===== config.mk =====
export PLATFORM = sky130hd
export DESIGN_NAME = x2_bist_driver
export DESIGN_NICKNAME = d
export VERILOG_FILES = /design/src/rtl/x2_bist_driver.sv
export SDC_FILE = /design/constraint.sdc
export NUM_CORES = 1
export LEC_CHECK = 0
export CORE_ASPECT_RATIO = 0.8
export CORE_MARGIN = 2
export CORE_UTILIZATION = 35
export CTS_BUF_LIST = sky130_fd_sc_hd__clkbuf_8
export DETAILED_ROUTE_END_ITERATION = 8
export PLACE_DENSITY_LB_ADDON = 0.3
export RECOVER_POWER = 50
export SYNTH_ARGS = -nofsm -noshare
export SYNTH_HDL_FRONTEND = slang
export SYNTH_SLANG_ARGS = --single-unit

===== constraint.sdc =====
create_clock -name clk -period 4.4 [get_ports clk]
set_input_delay 0.66 -clock clk [delete_from_list [all_inputs] [get_ports clk]]
set_output_delay 0.66 -clock clk [all_outputs]
set_load 0.05 [all_outputs]

===== src/rtl/x2_bist_driver.sv =====
// Self-test driver for x2: LFSR stimulus generator plus 7-bit MISR response compactor.
// One vector per cycle in RUN; done rises N+1 edges after start is sampled; start is ignored mid-run.
module x2_bist_driver #(
    parameter int unsigned     NUM_VECTORS = 1023,
    parameter logic [9:0]      LFSR_SEED   = 10'h001,
    parameter logic [6:0]      MISR_SEED   = 7'h00
) (
    input  logic        clk,
    input  logic        rst_n,
    input  logic        start,
    output logic [9:0]  vec_o,
    input  logic [6:0]  rsp_i,
    output logic        busy,
    output logic        done,
    output logic [6:0]  signature,
    output logic [9:0]  count
);

    typedef enum logic [1:0] {
        IDLE = 2'd0,
        RUN  = 2'd1,
        DONE = 2'd2
    } state_t;

    localparam logic [9:0] LAST_COUNT = 10'(NUM_VECTORS);

    state_t     state_q;
    logic [9:0] vec_q;
    logic [6:0] misr_q;
    logic [9:0] count_q;
    logic       busy_q;
    logic       done_q;

    logic [9:0] vec_d;
    logic [6:0] misr_d;
    logic [9:0] count_d;

    // vec_q doubles as the LFSR state; it is only meaningful while in RUN.
    assign vec_d   = {vec_q[8:0], vec_q[9] ^ vec_q[6]};
    assign misr_d  = {misr_q[5:0], misr_q[6] ^ misr_q[5]} ^ rsp_i;
    assign count_d = count_q + 10'd1;

    always_ff @(posedge clk or negedge rst_n) begin
        if (!rst_n) begin
            state_q <= IDLE;
            vec_q   <= '0;
            misr_q  <= '0;
            count_q <= '0;
            busy_q  <= 1'b0;
            done_q  <= 1'b0;
        end else begin
            case (state_q)
                IDLE, DONE: begin
                    if (start) begin
                        state_q <= RUN;
                        vec_q   <= LFSR_SEED;
                        misr_q  <= MISR_SEED;
                        count_q <= '0;
                        busy_q  <= 1'b1;
                        done_q  <= 1'b0;
                    end
                end
                RUN: begin
                    misr_q  <= misr_d;
                    count_q <= count_d;
                    // The final edge still compacts its response but drops the stimulus.
                    if (count_d == LAST_COUNT) begin
                        state_q <= DONE;
                        vec_q   <= '0;
                        busy_q  <= 1'b0;
                        done_q  <= 1'b1;
                    end else begin
                        vec_q   <= vec_d;
                    end
                end
                default: begin
                    state_q <= IDLE;
                    vec_q   <= '0;
                    busy_q  <= 1'b0;
                    done_q  <= 1'b0;
                end
            endcase
        end
    end

    assign vec_o     = vec_q;
    assign busy      = busy_q;
    assign done      = done_q;
    assign signature = misr_q;
    assign count     = count_q;

endmodule


# --- After elaboration in Yosys (flattened, before gate mapping) ---
# Cells that the tools add are included.
op_classes:
  n_addsub: 1
  n_eq_ne: 5
  mux: 16
  bitwise: 3
  reduce_logical: 5
ops:
  columns: ["operator", "count"]
  rows:
  - ["$pmux W10 S2", 2]
  - ["$mux W10", 3]
  - ["$pmux W7 S2", 1]
  - ["$add A10 B1 Y10 const B", 1]
  - ["$eq A10 B10 Y1 const B", 1]
  - ["$mux W7", 1]
  - ["$xor A7 B7 Y7", 1]
  - ["$mux W1", 4]
  - ["$mux W2", 2]
  - ["$ne A2 B2 Y1 const B", 2]
  - ["$pmux W1 S2", 2]
  - ["$pmux W2 S2", 1]
  - ["$reduce_and A2 Y1", 2]
  - ["$eq A2 B1 Y1 const B", 1]
  - ["$eq A2 B2 Y1 const B", 1]
  - ["$logic_not A2 Y1", 1]
  - ["$reduce_bool A2 Y1", 1]
  - ["$reduce_or A2 Y1", 1]
  - ["$xor A1 B1 Y1", 2]
word_totals:
  ff_bits: 31
  inputBits: 10

# --- Longest topological paths before layout ---
# Gate-level depths: netlist of the first run.
depth:
  ltp_word: 4
  mapped_depth: 6

# --- Worst setup path before layout of the first run ---
# No wires, ideal clock.
synth_path:
  kind: "reg-to-reg"
  startpoint: "register count_q[0] (netlist: count[0])"
  endpoint: "register vec_q[1] (netlist: vec_o[1])"
  setup_ps: 122
  arrival_ps: 1992
  required_time_ps: 4278
  setup_slack_ps: 2286
  path_stages_with_launch: 7
  n_path_buf: 1
  period_less_slack_ps: 2114
  path_cell_list: "dfrtp_1 ha_1 and2b_1 o21ai_0 a2111o_1 buf_6 a32o_1"
synth_between:
  elab_chain_len: 4
synth_rtl:
  columns: ["item", "line_no", "rtl"]
  rows:
  - ["start: declaration", "30", "logic [9:0] count_q;"]
  - ["start signal: assignment", "65", "count_q <= count_d;"]
  - ["$add A10 B1 Y10", "41", "assign count_d = count_q + 10'd1;"]
  - ["$eq A10 B10 Y1", "67", "if (count_d == LAST_COUNT) begin"]
  - ["$mux W10", "67", null]
  - ["$pmux W10 S2", "52", "case (state_q)"]
  - ["end signal: assignment", "73", "vec_q <= vec_d;"]
  - ["end: declaration", "28", "logic [9:0] vec_q;"]
# No other way between the ends.
# A chain may end at the register's enable or synchronous reset.

# --- Final worst setup path of the first run ---
layout_path:
  startpoint: "input port start"
  endpoint: "register count_q[6] (netlist: count[6])"
layout_between:
  elab_chain_len: 2
layout_rtl:
  columns: ["item", "line_no", "rtl"]
  rows:
  - ["start: declaration", "10", "input logic start,"]
  - ["$ne A2 B2 Y1 (no source line)", null, null]
  - ["$reduce_and A2 Y1 (no source line)", null, null]
# No other way between the ends.

==> results.yml, run 1 <==
run_status:
  status: "finished with violations"
  violations: "capacitance limit, slew limit"
setup_path:
  crit_path_max_fanout: 17
  worstSetupPathType: "in2reg"
  endpoint_kind: "flop"
  critPathArrivalTime_ns: 2.54
  cp_data_required_time_ns: 4.58
  start_kind: "input pin"
clocking:
  cts_num_sinks: 30
  worstSkewPairLatency_ns: 0.27
  root_buffer: "clkbuf_8"
  cts_tree: "built"
  htreeDepth: 2
  clk_path_buf_depth: 2
  postCtsSetupRepairBufs: 0
  clkTransAtPathRegs_ns: 0.06
  post_cts_resized: 0
  cts_hold_buf: 0
  cts_buffers: 5
power_and_ir_drop:
  power_leakage_nw: 0.788
  p_seq_frac: 0.334
  p_sw_frac: 0.489
  p_switching_mw: 0.758
  peakVddDrop_mv: 0.419
  internal-power_mw: 0.794
  p_total_mw: 1.55
  power.share.clock: 0.128
  p_comb_frac: 0.538
  powerDensity_mw_per_mm2: 809
synth:
  ys.flop_type: "dfrtp_1"
  synth-seq-cells: 30
  synth_edf_count: 0
  netlist_area_mm2: 0.00143
  syn_nets: 147
  ys_seq_area_frac: 0.524
  synth_cell_type_count: 31
  async_flop_share: 1.00
  syn_inst: 135
  yosysWarnings: 0
  synth.avg_cell_area_um2: 10.6
routing:
  wire_per_inst_um: 13.4
  antenna_left: 0
  vias: 1150
  drc: 0
  drt_pass1_iterations: 4
  totalWireLength_um: 3090
  vias_per_cell: 4.98
  drt_first_iter_violations: 62
timing:
  hold_viol: 0
  setup_violations: 0
  fin_setup_tns_ns: 0
  fmax_ghz: 0.423
  grt_setup_unrepaired: "false"
  fin_crit_sh: 0.537
  finalMaxSlewViolations: 31
  worst_pin_slew_ns: 1.57
  relSlewSlack: -0.0475
  fin_skew_ns: 0.00630
  min_period_ns: 2.36
job:
  cap_violations: 1
grt:
  grt_usage: 0.149
  grt_max_degree: 31
  antenna_found_initial: 0
  overflow: 0
  grt_pass1_wl_um: 5010
  grt_pass1_vias: 1042
cells_and_area:
  area_growth_pct: 33.9
  multiInputGateArea_um2: 622
  fin_cells: 231
  fillers: 395
  final_nets: 188
  drive_gt1_frac: 0.0682
  final-seq-area_um2: 751
  n_antenna_cell: 0
placed_design:
  place_inst: 224
  routabilityCongestion: 0.769
  hpwl_um: 2140
  io_buffers: 38
floorplanning:
  core_mm2: 0.00385
  num_rows: 20
  ios: 39
  dieArea_mm2: 0.00463
  die_w_um: 75.6
  fp.dieH_um: 61.3
  initial_core_util: 0.372
worst_hold_path:
  min_path_type: "reg2reg"
-- cell usage in the layout, fill, tap and decap left out, drive strengths merged, types with 5 or more instances in the layout --
cell type / n
nor2: 5
nand2: 19
xnor2: 8
clkdlybuf4s50: 32
dfrtp: 30
dlygate4sd3: 6
nand3: 5
clkbuf: 6
o21ai: 17
a21oi: 6
a32o: 9
-- power by group through the flow --
stage	combinational (mW)	clock [mW]	sequential (mW)
floorplan	0.220	0	0.870
global placement	0.838	0	0.516
detailed placement	0.848	0	0.523
CTS	0.851	0.206	0.519
global route	0.886	0.220	0.541
finish	0.835	0.199	0.518
-- critical path: stages --
cell,delay (ns)
clkdlybuf4s50_1,0.49
a21oi_1,1.05
o21ai_0,0.23
o31ai_1,0.11
-- worst paths after layout --
kind	from	endpoint	slack, ns	cells past startpoint
worst min-delay path	count[6]	count[6]	0.52	1
max in group asynchronous	rst_n	vec_o[8]	2.17	2
worst max-delay path	start	count[6]	2.04	4
worst min register to register	count[6]	count[6]	0.52	1
min in group asynchronous	rst_n	signature[5]	1.32	2
worst max register to register	state_q[0]	count[6]	2.17	5
-- per-stage QoR --
stage	hold WS [ns]	instance area (um2)	utilization	setup slack [ns]
2_1_floorplan	0.364	1430	-	2.29
3_3_place_gp	0.500	1840	0.479	1.83
3_5_place_dp	0.511	1840	0.479	1.79
4_1_cts	0.527	1920	0.499	2.06
5_1_grt	0.539	1920	0.498	1.82
6_report	0.520	1920	0.498	2.04
-- state kept, by name (all words and copies together) (netlist names) --
signal     count
signature      7
count         10
done           1
state_q        1
vec_o         10
busy           1
-- per-layer routing --
metal,part of all wire,track usage,vias up,routed length (um)
met5,0,0,-,0
met3,0.033,0.0393,5,103
met4,0.015,0.0602,0,45
met2,0.46,0.221,18,1440
met1,0.49,0.208,558,1510
li1,-,-,569,-
-- layout make-up --
class                      count  share of cell area
multi-input combinational     97               0.324
clock inverter                 2             0.00522
inverter                       2             0.00391
tap                           55              0.0359
timing repair buffer          40               0.204
sequential                    30               0.391
clock buffer                   5              0.0359
-- Yosys cell counts, drive strengths merged, types with 2 or more instances --
library cell,n,area share
dfrtp,30,0.52
nand2,19,0.050
o21ai,17,0.059
a32o,9,0.063
xnor2,8,0.049
a21oi,6,0.021
buf,5,0.035
nand3,5,0.017
nor2,5,0.013
xor2,4,0.024
and3,2,0.0087
ha,2,0.017
inv,2,0.0052
nand2b,2,0.0087
o211ai,2,0.010
o31ai,2,0.010
or4,2,0.010
-- cells by family after synthesis --
family / after synthesis / share of synthesized area
buffers and inverters: 8 / 0.0428
flip-flops: 30 / 0.524
adder cells (fa/ha/maj): 2 / 0.0174
XOR/XNOR: 12 / 0.0733
AO/OA/AOI/OAI: 42 / 0.202
AND/OR/NAND/NOR: 41 / 0.141
No activity file was read; power rests on OpenSTA's default activity.
==> run 2, diff against run 1 <==
==> constraint.sdc (replaced) <==
create_clock -name clk -period 2.37 [get_ports clk]
set_input_delay 0.3555 -clock clk [delete_from_list [all_inputs] [get_ports clk]]
set_output_delay 0.3555 -clock clk [all_outputs]
set_load 0.05 [all_outputs]
==> run 2 against run 1 <==
- clock skew increased by 0.0020 ns
- first-iteration DRC count decreased by 13%
- via count increased by 3.1%
- the run still ends with capacitance limit, slew limit left
- combinational power increased by 87%
- worst setup slack got worse by 1.7 ns
- critical path type is now reg2reg
- clock-buffer cell count increased by 1
- cell area increased by 0.98%
- total power increased by 90%
- highest routed layer unchanged
- routed wire length increased by 1.5%
- utilization increased by 0.49 points
- critical path depth increased by 1
==> results.yml, run 2 (synthesized netlist as in run 1, its figures left out) <==
clocking:
  clk_path_buf_depth: 2
  cts_buffers: 5
  postCtsSetupRepairBufs: 0
  cts_hold_buf: 0
  cts_num_sinks: 30
  cts_tree: "built"
  clkTransAtPathRegs_ns: 0.07
  post_cts_resized: 0
  root_buffer: "clkbuf_8"
  worstSkewPairLatency_ns: 0.28
  htreeDepth: 2
placed_design:
  routabilityCongestion: 0.805
  hpwl_um: 2180
  placed_area_mm2: 0.00185
  place_inst: 225
  io_buffers: 38
  place_ws_ns: 0.326
setup_path:
  worstReg2RegEnd: "vec_o[7]"
  rrSetupSlack_ns: 0.31
  critPathArrivalTime_ns: 2.22
  timing.rr.start: "count[0]"
  cp_data_required_time_ns: 2.53
  r2r_cells: 5
  crit_path_max_fanout: 13
  start_kind: "flop"
  endpoint_kind: "flop"
  worstSetupPathType: "reg2reg"
floorplanning:
  initial_core_util: 0.372
  dieArea_mm2: 0.00463
  fp.dieH_um: 61.3
  die_w_um: 75.6
  ios: 39
  num_rows: 20
  core_mm2: 0.00385
grt:
  antenna_found_initial: 0
  grt_pass1_vias: 1107
  overflow: 0
  grt_pass1_wl_um: 5190
  grt_usage: 0.152
  grt_max_degree: 31
timing:
  grt_setup_unrepaired: "false"
  min_period_ns: 2.06
  hold_viol: 0
  fin_setup_tns_ns: 0
  fin_hold_ws_ns: 0.520
  setup_violations: 0
  relSlewSlack: -0.0834
  fmax_ghz: 0.485
  fin_skew_ns: 0.00832
  layout_setup_ws_ns: 0.310
  worst_pin_slew_ns: 1.63
  finalMaxSlewViolations: 31
  fin_crit_sh: 0.869
routing:
  wire_per_inst_um: 13.5
  totalWireLength_um: 3140
  drt_pass1_iterations: 4
  drt_first_iter_violations: 54
  vias: 1186
  antenna_left: 0
  drc: 0
  vias_per_cell: 5.09
cells_and_area:
  utilization: 0.503
  fillers: 384
  layout.cells.most_common: "clkdlybuf4s50_1"
  fin_cells: 233
  final-seq-area_um2: 751
  multiInputGateArea_um2: 621
  area_growth_pct: 35.2
  final_area_mm2: 0.00194
  n_antenna_cell: 0
  final_cell_mix: "clkdlybuf4s50_1, dfrtp_1, nand2_1, o21ai_0, a32o_1"
  drive_gt1_frac: 0.0674
  final_nets: 189
worst_hold_path:
  holdCritStartpoint: "vec_o[2]"
  min_path_type: "reg2reg"
  hold-path-cell-count: 1
  holdPathEnd: "vec_o[2]"
power_and_ir_drop:
  p_seq_frac: 0.327
  powerDensity_mw_per_mm2: 1520
  p_total_mw: 2.95
  power_leakage_nw: 0.784
  p_sw_frac: 0.484
  power.share.clock: 0.144
  peakVddDrop_mv: 0.793
  p_comb_frac: 0.529
  internal-power_mw: 1.52
  p_switching_mw: 1.43
job:
  cap_violations: 1
run_status:
  status: "finished with violations"
  violations: "capacitance limit, slew limit"
## run 2: worst max-delay path, cell delays in order, from the launching register on
cell and delay (ns):
dfrtp_1 0.46, ha_1 0.30, and2b_1 0.21, o21ai_0 0.08
a2111o_1 0.56, a32o_1 0.32
## run 2: power groups by stage
stage	sequential, mW	combinational [mW]	clock, mW
detailed placement	0.974	1.58	0
global placement	0.963	1.56	0
finish	0.966	1.56	0.425
global route	1.00	1.66	0.461
floorplan	1.61	0.409	0
CTS	0.965	1.58	0.439
## run 2: area by class of cell
type,instances,share of cell area
sequential,30,0.387
timing repair buffer,41,0.204
tap,55,0.0355
multi-input combinational,97,0.320
clock inverter,2,0.00646
clock buffer,6,0.0426
inverter,2,0.00387
## run 2: metal layers
layer	routed length (um)	up-vias	share of wire	GRT usage
li1	-	573	-	-
met1	1480	581	0.47	0.214
met2	1490	30	0.48	0.219
met3	150	2	0.048	0.0393
met4	21	0	0.0067	0.0752
met5	0	-	0	0
## run 2: worst max-delay path by stage
stage | from | to | slack, ns | cells after the start
finish | count[0] | vec_o[7] | 0.31 | 5
global route | rst_n | vec_o[7] | 0.12 | 2
CTS | count[0] | vec_o[8] | 0.29 | 5
detailed placement | count[0] | vec_o[2] | 0.33 | 5
global placement | count[0] | vec_o[7] | 0.38 | 5
floorplan | count[0] | vec_o[1] | 0.26 | 6
